`config.mk`:
```
export PLATFORM = sky130hd
export DESIGN_NAME = hub75_bcm_driver
export DESIGN_NICKNAME = d
export VERILOG_FILES = /design/src/rtl/hub75_bcm_driver.sv
export SDC_FILE = /design/constraint.sdc
export NUM_CORES = 1
export LEC_CHECK = 0
export CAP_MARGIN = 5
export CORE_MARGIN = 3
export CORE_UTILIZATION = 53
export CTS_CLUSTER_DIAMETER = 100
export DETAILED_ROUTE_END_ITERATION = 10
export MAX_ROUTING_LAYER = met4
export PLACE_DENSITY = 0.8
export SLEW_MARGIN = 20
export SYNTH_ARGS = -nofsm -noshare
export SYNTH_HDL_FRONTEND = slang
export SYNTH_SLANG_ARGS = --single-unit
```
`constraint.sdc`:
```
create_clock -name clk -period 2.95 [get_ports clk]
set_input_delay 0.7375 -clock clk [delete_from_list [all_inputs] [get_ports clk]]
set_output_delay 0.7375 -clock clk [all_outputs]
set_load 0.005 [all_outputs]
```
`src/rtl/hub75_bcm_driver.sv`:
```
// HUB75 LED matrix driver with binary code modulation.
// Scans one row address at a time and shifts one bit plane per pass
// (SHIFT -> LATCH -> DISPLAY). Each plane is displayed for BASE_TIME << plane cycles.
// Optional build macro HUB75_BRIGHTNESS_EN adds a global brightness input.
// This input shortens the unblanked part of each DISPLAY window.
// The window length itself does not change.
//
// state   | meaning
// IDLE    | one cycle after reset before the first pass
// SHIFT   | COLS+1 two-cycle slots: address column, sample, clock data out
// LATCH   | two cycles: latch strobe + row address update, then strobe low
// DISPLAY | BASE_TIME << plane cycles of panel on-time for the current plane
module hub75_bcm_driver #(
    parameter int COLS          = 64,
    parameter int ROW_ADDR_BITS = 4,
    parameter int BPC           = 3,
    parameter int BASE_TIME     = 8,
    localparam int CW           = $clog2(COLS),
    localparam int PW           = (BPC > 1) ? $clog2(BPC) : 1
) (
    input  logic                     clk,
    input  logic                     rst,
    input  logic [3*BPC-1:0]         rgb_top,
    input  logic [3*BPC-1:0]         rgb_bot,
`ifdef HUB75_BRIGHTNESS_EN
    input  logic [7:0]               brightness,
`endif
    output logic [ROW_ADDR_BITS-1:0] row,
    output logic [CW-1:0]            col,
    output logic [PW-1:0]            plane,
    output logic                     frame_start,
    output logic                     panel_r0,
    output logic                     panel_g0,
    output logic                     panel_b0,
    output logic                     panel_r1,
    output logic                     panel_g1,
    output logic                     panel_b1,
    output logic [ROW_ADDR_BITS-1:0] panel_addr,
    output logic                     panel_sclk,
    output logic                     panel_latch,
    output logic                     panel_blank
);

    localparam int SW  = $clog2(COLS + 1);
    localparam int DW  = $clog2((BASE_TIME << (BPC - 1)) + 1);
    localparam int PRW = DW + 8;

    typedef enum logic [1:0] {IDLE, SHIFT, LATCH, DISPLAY} state_t;

    state_t                   state, nxt_state;
    logic [SW-1:0]            slot, nxt_slot;
    logic                     phase, nxt_phase;
    logic [DW-1:0]            dcnt, nxt_dcnt;
    logic [DW-1:0]            on_cnt, nxt_on;
    logic [DW-1:0]            disp_len, on_len;
    logic [ROW_ADDR_BITS-1:0] nxt_row, nxt_addr;
    logic [PW-1:0]            nxt_plane;
    logic [CW-1:0]            nxt_col;
    logic                     nxt_fs, nxt_sclk, nxt_latch, nxt_blank;
    logic [5:0]               data_q, nxt_data;
    logic [BPC-1:0]           r_t, g_t, b_t, r_b, g_b, b_b;

    assign r_t = rgb_top[3*BPC-1 -: BPC];
    assign g_t = rgb_top[2*BPC-1 -: BPC];
    assign b_t = rgb_top[BPC-1:0];
    assign r_b = rgb_bot[3*BPC-1 -: BPC];
    assign g_b = rgb_bot[2*BPC-1 -: BPC];
    assign b_b = rgb_bot[BPC-1:0];

    assign disp_len = DW'(BASE_TIME) << plane;

    assign {panel_r0, panel_g0, panel_b0, panel_r1, panel_g1, panel_b1} = data_q;

`ifdef HUB75_BRIGHTNESS_EN
    logic [7:0]     bright_q;
    logic [PRW-1:0] on_prod;

    // Brightness is captured on the first latch cycle and held for that pass
    always_ff @(posedge clk) begin
        if (rst)
            bright_q <= '0;
        else if (state == LATCH && !phase)
            bright_q <= brightness;
    end

    // Unblanked part of DISPLAY scaled by brightness/256
    always_comb begin
        on_prod = PRW'(disp_len) * PRW'(bright_q);
        on_len  = DW'(on_prod >> 8);
    end
`else
    assign on_len = disp_len;
`endif

    // Next state, counters and next registered outputs
    always_comb begin
        nxt_state = state;
        nxt_slot  = slot;
        nxt_phase = phase;
        nxt_dcnt  = dcnt;
        nxt_on    = on_cnt;
        nxt_row   = row;
        nxt_plane = plane;
        nxt_data  = data_q;
        nxt_addr  = panel_addr;

        case (state)
            IDLE: begin
                nxt_state = SHIFT;
                nxt_slot  = '0;
                nxt_phase = 1'b0;
            end
            SHIFT: begin
                if (phase) begin
                    // Slot COLS only flushes the last column; nothing new is sampled
                    nxt_data = (slot < SW'(COLS)) ?
                        {r_t[plane], g_t[plane], b_t[plane], r_b[plane], g_b[plane], b_b[plane]} : '0;
                    nxt_phase = 1'b0;
                    if (slot == SW'(COLS)) begin
                        nxt_state = LATCH;
                        nxt_slot  = '0;
                    end else begin
                        nxt_slot = slot + SW'(1);
                    end
                end else begin
                    nxt_phase = 1'b1;
                end
            end
            LATCH: begin
                nxt_data = '0;
                if (phase) begin
                    nxt_phase = 1'b0;
                    nxt_state = DISPLAY;
                    nxt_dcnt  = disp_len - DW'(1);
                    nxt_on    = on_len;
                end else begin
                    nxt_phase = 1'b1;
                end
            end
            DISPLAY: begin
                nxt_data = '0;
                if (on_cnt != '0)
                    nxt_on = on_cnt - DW'(1);
                if (dcnt == '0) begin
                    nxt_state = SHIFT;
                    nxt_slot  = '0;
                    nxt_phase = 1'b0;
                    if (plane == PW'(BPC - 1)) begin
                        nxt_plane = '0;
                        nxt_row   = row + ROW_ADDR_BITS'(1);
                    end else begin
                        nxt_plane = plane + PW'(1);
                    end
                end else begin
                    nxt_dcnt = dcnt - DW'(1);
                end
            end
            default: nxt_state = IDLE;
        endcase

        nxt_col   = '0;
        if (nxt_state == SHIFT)
            nxt_col = (nxt_slot < SW'(COLS)) ? CW'(nxt_slot) : CW'(COLS - 1);
        nxt_sclk  = (nxt_state == SHIFT) && nxt_phase && (nxt_slot != '0);
        nxt_fs    = (nxt_state == SHIFT) && !nxt_phase && (nxt_slot == '0) &&
                    (nxt_row == '0) && (nxt_plane == '0);
        nxt_latch = (nxt_state == LATCH) && !nxt_phase;
        if (nxt_latch)
            nxt_addr = row;
        nxt_blank = !((nxt_state == DISPLAY) && (nxt_on != '0));
    end

    // State, counter and output registers
    always_ff @(posedge clk) begin
        if (rst) begin
            state       <= IDLE;
            slot        <= '0;
            phase       <= 1'b0;
            dcnt        <= '0;
            on_cnt      <= '0;
            row         <= '0;
            plane       <= '0;
            col         <= '0;
            frame_start <= 1'b0;
            data_q      <= '0;
            panel_addr  <= '0;
            panel_sclk  <= 1'b0;
            panel_latch <= 1'b0;
            panel_blank <= 1'b1;
        end else begin
            state       <= nxt_state;
            slot        <= nxt_slot;
            phase       <= nxt_phase;
            dcnt        <= nxt_dcnt;
            on_cnt      <= nxt_on;
            row         <= nxt_row;
            plane       <= nxt_plane;
            col         <= nxt_col;
            frame_start <= nxt_fs;
            data_q      <= nxt_data;
            panel_addr  <= nxt_addr;
            panel_sclk  <= nxt_sclk;
            panel_latch <= nxt_latch;
            panel_blank <= nxt_blank;
        end
    end

endmodule

```
== Word-level counts from Yosys, hierarchy flattened ==
Cells that the tools add are included.
Cells by class
  add/subtract/negate cells: 6
  order comparisons: 3
  equality and inequality tests: 11
  shifts and indexed selects: 1
  mux-type cells: 40
  bitwise logic cells: 1
  reduce and logical (&&, ||, !) cells: 25
Operators by type and width (count)
  $mux 6: 7
  $pmux 6 s2: 3
  $mux 7: 3
  $pmux 7 s3: 1
  $sub 6x1->6 const B: 3
  $lt 7x7->1 const B: 2
  $mux 2: 7
  $bmux 1 s2: 6
  $mux 4: 3
  $reduce_bool 6->1: 2
  $eq 2x2->1 const B: 5
  $logic_and 1x1->1: 8
  $mux 1: 8
  $pmux 2 s4: 1
  $add 7x1->7 const B: 1
  $eq 7x7->1 const B: 1
  $logic_not 7->1: 1
  $reduce_bool 7->1: 1
  $logic_not 6->1: 1
  $ne 2x2->1 const B: 3
  $reduce_or 2->1: 3
  $shl 4x2->6 const A: 1
  $add 4x1->4 const B: 1
  $eq 2x1->1 const B: 2
  other kinds (10): 13
Word-level totals
  bits in registers: 48
  input bits: 20
  output and inout bits: 26

== Longest topological paths before layout ==
  word-level depth: 9
  gate-level depth with buffers: 10
  depth with buffers taken out: 8

== Worst setup path after synthesis ==
OpenSTA, ideal clock, no wires.
  kind: reg2reg
  start: register state[0]
  end: register dcnt[4]
  setup time: 0.132 ns
  arrival: 1.954 ns
  required time: 2.818 ns
  slack: 0.864 ns
  cell stages (with the launch flop): 11
  period minus slack after synthesis: 2.086 ns
  cells stage by stage: dfxtp_1 ha_1 clkbuf_1 buf_1 nand2_1 ha_1 nor3b_1 xnor2_1 nand2_1 o211ai_1 a21oi_1
On the way
  word-level cells in the longest chain between the ends: 3
  elaborated cells on any way between the ends: 7
RTL lines
  from (decl): line 50  | state_t state, nxt_state;
  from (signal assigned): line 191  | state <= nxt_state;
  $eq 2x2->1: line 107  | case (state)
  $ne 2x2->1 (no line) / $reduce_bool 2->1 (equally long branches)
  $reduce_and 3->1 (no line)
  to (signal assigned): line 194  | dcnt <= nxt_dcnt;
  to (decl): line 53  | logic [DW-1:0] dcnt, nxt_dcnt;
Parallel ways exist; a longest one is shown, timed or not.
A chain may end at the register's enable or synchronous reset.

== Worst setup path after layout ==
  start: register state[0]
  end: register frame_start
On the way
  word-level cells in the longest chain between the ends: 8
  elaborated cells on any way between the ends: 23
RTL lines
  $mux 2 (tied with other cells): line 119  | if (slot == SW'(COLS)) begin
  $mux 2 / $reduce_or 2->1 (equally long branches)
  $pmux 2 s4 / $pmux 1 s3 (equally long branches): line 107
  $eq 2x1->1 / $logic_not 1->1 (equally long branches): line 165  | nxt_fs = (nxt_state == SHIFT) && !nxt_phase && (nxt_slot == '0) &&
  $logic_and 1x1->1 (3 in a row): line 165
  $logic_and 1x1->1 (*): line 166  | (nxt_row == '0) && (nxt_plane == '0);
  to (signal assigned): line 199  | frame_start <= nxt_fs;
  to (decl): line 31  | output logic frame_start,
Every way passes the cells marked *; elsewhere a longest branch is shown, timed or not.

==> flow_metrics.py <==
metrics = {
    "sta": {
        "final_max_slew_viol_count": 0,
        "rsz0062_at_grt": "false",
        "fin_crit_ns": 2.49,
        "hold_violations": 0,
        "setup_viol": 0,
        "layout_setup_ws_ns": 0.460,
        "finalClockSkew_ns": 0.00779,
        "tns_ns": 0,
        "slew_headroom_pct": 54.5,
        "worstMarginPinSlew_ns": 0.682,
        "finalCritPeriodShare_pct": 84.4,
        "timing.fmax_mhz": 402,
    },
    "die": {
        "die_h_um": 77.3,
        "core_area_um2": 4820,
        "ios": 46,
        "num_rows": 25,
        "initial_core_util_pct": 55.9,
        "die_area_um2": 5970,
        "die_x_um": 77.3,
    },
    "logic_synthesis": {
        "synth_area_leader_cell": "dfxtp_1",
        "synth_top_area_share_pct": 35.7,
        "ys_warn_count": 0,
        "synth_seq_cells": 48,
        "netlist_area_um2": 2690,
        "synth_xor_area_share_pct": 2.60,
        "synthTopCellsByArea": "dfxtp_1 (36%), nor2_1 (4.9%), ha_1 (4.6%)",
        "synthAdderAreaFrac_pct": 4.65,
        "synth_enable_flop_cells": 0,
        "synth_flop_cell": "dfxtp_1",
        "synth_top_family_by_area": "simple AND/OR/NAND/NOR gates",
        "synth_fp_nets": 354,
        "ys_seq_area_share_pct": 35.7,
        "synthSimpleGateAreaFrac_pct": 24.2,
        "avgSynthCellArea_um2": 8.31,
        "synth_cell_type_count": 53,
        "muxShareOfSynthArea_pct": 7.02,
        "async_flop_share_pct": 0,
        "syn_inst": 324,
        "synth-compound-area-share_pct": 22.0,
    },
    "cells_and_area": {
        "area_delta_synth_final_pct": 21.9,
        "antenna_cells": 0,
        "layout_common_cells": "dfxtp_1 (48), clkdlybuf4s50_1 (45), nor2_1 (35)",
        "layout-drive-gt1-share_pct": 7.38,
        "final_common_cell": "dfxtp_1",
        "final_nets": 396,
    },
    "clock_network": {
        "postCtsHoldBufs": 0,
        "clockBufferDepth": 2,
        "cts_resized": 0,
        "root_buffer": "clkbuf_8",
        "post_cts_buffers": 0,
        "cts_sinks": 48,
        "cts_htree_levels": 2,
        "clk_pin_slew_ns": 0.08,
        "clk-insertion-delay-late_ns": 0.31,
        "cts_buffers": 5,
        "cts_tree": "built",
    },
    "worst_setup_path": {
        "endpoint_kind": "flip-flop",
        "cp_slowest_stage_delay_ns": 0.50,
        "critPathMaxFanout": 15,
        "cp.arrival_ns": 2.72,
        "crit_chain": "inv_1, ha_1, a21oi_1, a311o_1, and2_4, or3_1, nor4_4",
        "start_kind": "flip-flop",
        "worst-setup-path-type": "reg2reg",
        "reg2reg_depth": 7,
        "critPathRequiredTime_ns": 3.18,
        "cpMaxStageDelayCell": "or3_1",
    },
    "hold_path": {
        "holdCritPathClass": "reg2reg",
        "whs_path_depth": 2,
    },
    "global_route": {
        "grt_pass1_wl_um": 10700,
        "antenna_found_initial": 0,
        "grt_max_degree": 42,
        "gr-total-overflow": 0,
        "grt_use_total_pct": 22.5,
        "first_global_vias": 2445,
    },
    "outcome": {
        "status": "complete, no violations",
    },
    "place": {
        "post-place-ws_ns": 0.495,
        "portBuffers": 45,
        "place_congestion": 0.894,
        "dpl.hpwl_um": 4400,
    },
    "pwr": {
        "powerDensity_nw_per_um2": 353,
        "max-vdd-ir-drop_v": 0.000298,
        "leakage_nw": 1.18,
    },
    "detailed_routing": {
        "routedWlPerCell_um": 14.0,
        "viasPerCell": 5.72,
        "wirelength_um": 6050,
        "num_vias": 2475,
        "drc": 0,
        "first_pass_iters": 4,
        "antenna_left": 0,
        "drtIter0Drc": 240,
    },
    "run": {
        "drv_cap": 0,
    },
}
==> layout make-up <==
type	instances	area (um2)
clock inverter	2	12.5
tap	67	83.8
clock buffer	5	68.8
fill	434	1540
sequential	48	961
multi-input combinational	250	1630
inverter	12	45.0
timing repair buffer	49	480
==> where the power goes <==
part | internal [mW] | leakage, nW | switching, mW
clock | 0.161 | 0.0400 | 0.222
combinational | 0.0589 | 0.753 | 0.0543
sequential | 0.653 | 0.387 | 0.00892
total | 0.873 | 1.18 | 0.285
==> flip-flops by register name, indices dropped and copies added, names as in the netlist <==
| signal | count |
|---|---|
| panel_addr | 4 |
| slot | 7 |
| panel_blank | 1 |
| on_cnt | 6 |
| plane | 2 |
| frame_start | 1 |
| phase | 1 |
| data_q | 6 |
| col | 6 |
| row | 4 |
| dcnt | 6 |
| panel_latch | 1 |
| state | 2 |
| panel_sclk | 1 |
==> final timing paths <==
path / from / to / slack [ns]
worst min register to register: panel_addr[3]$_SDFFE_PP0P_ / panel_addr[3]$_SDFFE_PP0P_ / 0.49
worst max register to register: state[0]$_SDFF_PP0_ / frame_start$_SDFF_PP0_ / 0.46
worst max-delay path: state[0]$_SDFF_PP0_ / frame_start$_SDFF_PP0_ / 0.46
worst min-delay path: panel_addr[3]$_SDFFE_PP0P_ / panel_addr[3]$_SDFFE_PP0P_ / 0.49
==> through the flow <==
| step | total power [mW] | cell area [um2] | hold slack (ns) | utilization, % | std cells |
|---|---|---|---|---|---|
| 3_3_place_gp | 0.788 | 3200 | 0.464 | 66.4 | 426 |
| 6_report | 1.16 | 3280 | 0.488 | 68.1 | 433 |
| 4_1_cts | 1.16 | 3280 | 0.490 | 68.1 | 433 |
| 5_1_grt | 1.21 | 3280 | 0.504 | 68.1 | 433 |
| 3_5_place_dp | 0.790 | 3200 | 0.478 | 66.4 | 426 |
| 2_1_floorplan | 0.744 | 2690 | 0.470 | - | 324 |
==> worst max-delay path, delay by kind of cell, from the launching register on <==
family	cells	cell delay, ns
fa+ha+maj	1	0.47
flops	1	0.36
buf+inv	1	0.10
compound gates	2	0.52
simple gates	3	0.96
==> per-layer routing <==
| metal | up-vias | share of wire (%) | GRT usage [%] |
|---|---|---|---|
| li1 | 1255 | - | - |
| met1 | 1140 | 47 | 27.9 |
| met2 | 70 | 45 | 35.1 |
| met3 | 10 | 5.8 | 4.58 |
| met4 | 0 | 1.9 | 10.3 |
| met5 | - | 0 | - |
==> synthesized netlist by cell type, drive strengths merged, types with 6 or more instances <==
cell	number
a21o	6
a21oi	25
a22oi	12
buf	6
clkbuf	8
dfxtp	48
ha	10
inv	12
mux2	7
mux2i	11
nand2	27
nand3	10
nor2	35
nor2b	10
nor3	13
o21ai	21
==> kinds of logic (layout without fill, tap and decap cells) <==
kind of cell,Yosys count,after routing
AOI/OAI and AO/OA,90,90
muxes,18,18
buffers and inverters,26,68
DFF,48,48
and+or+nand+nor,124,124
xor gates and xnor gates,8,8
adders and majority gates,10,10
Power figures use the tool's default switching activity.
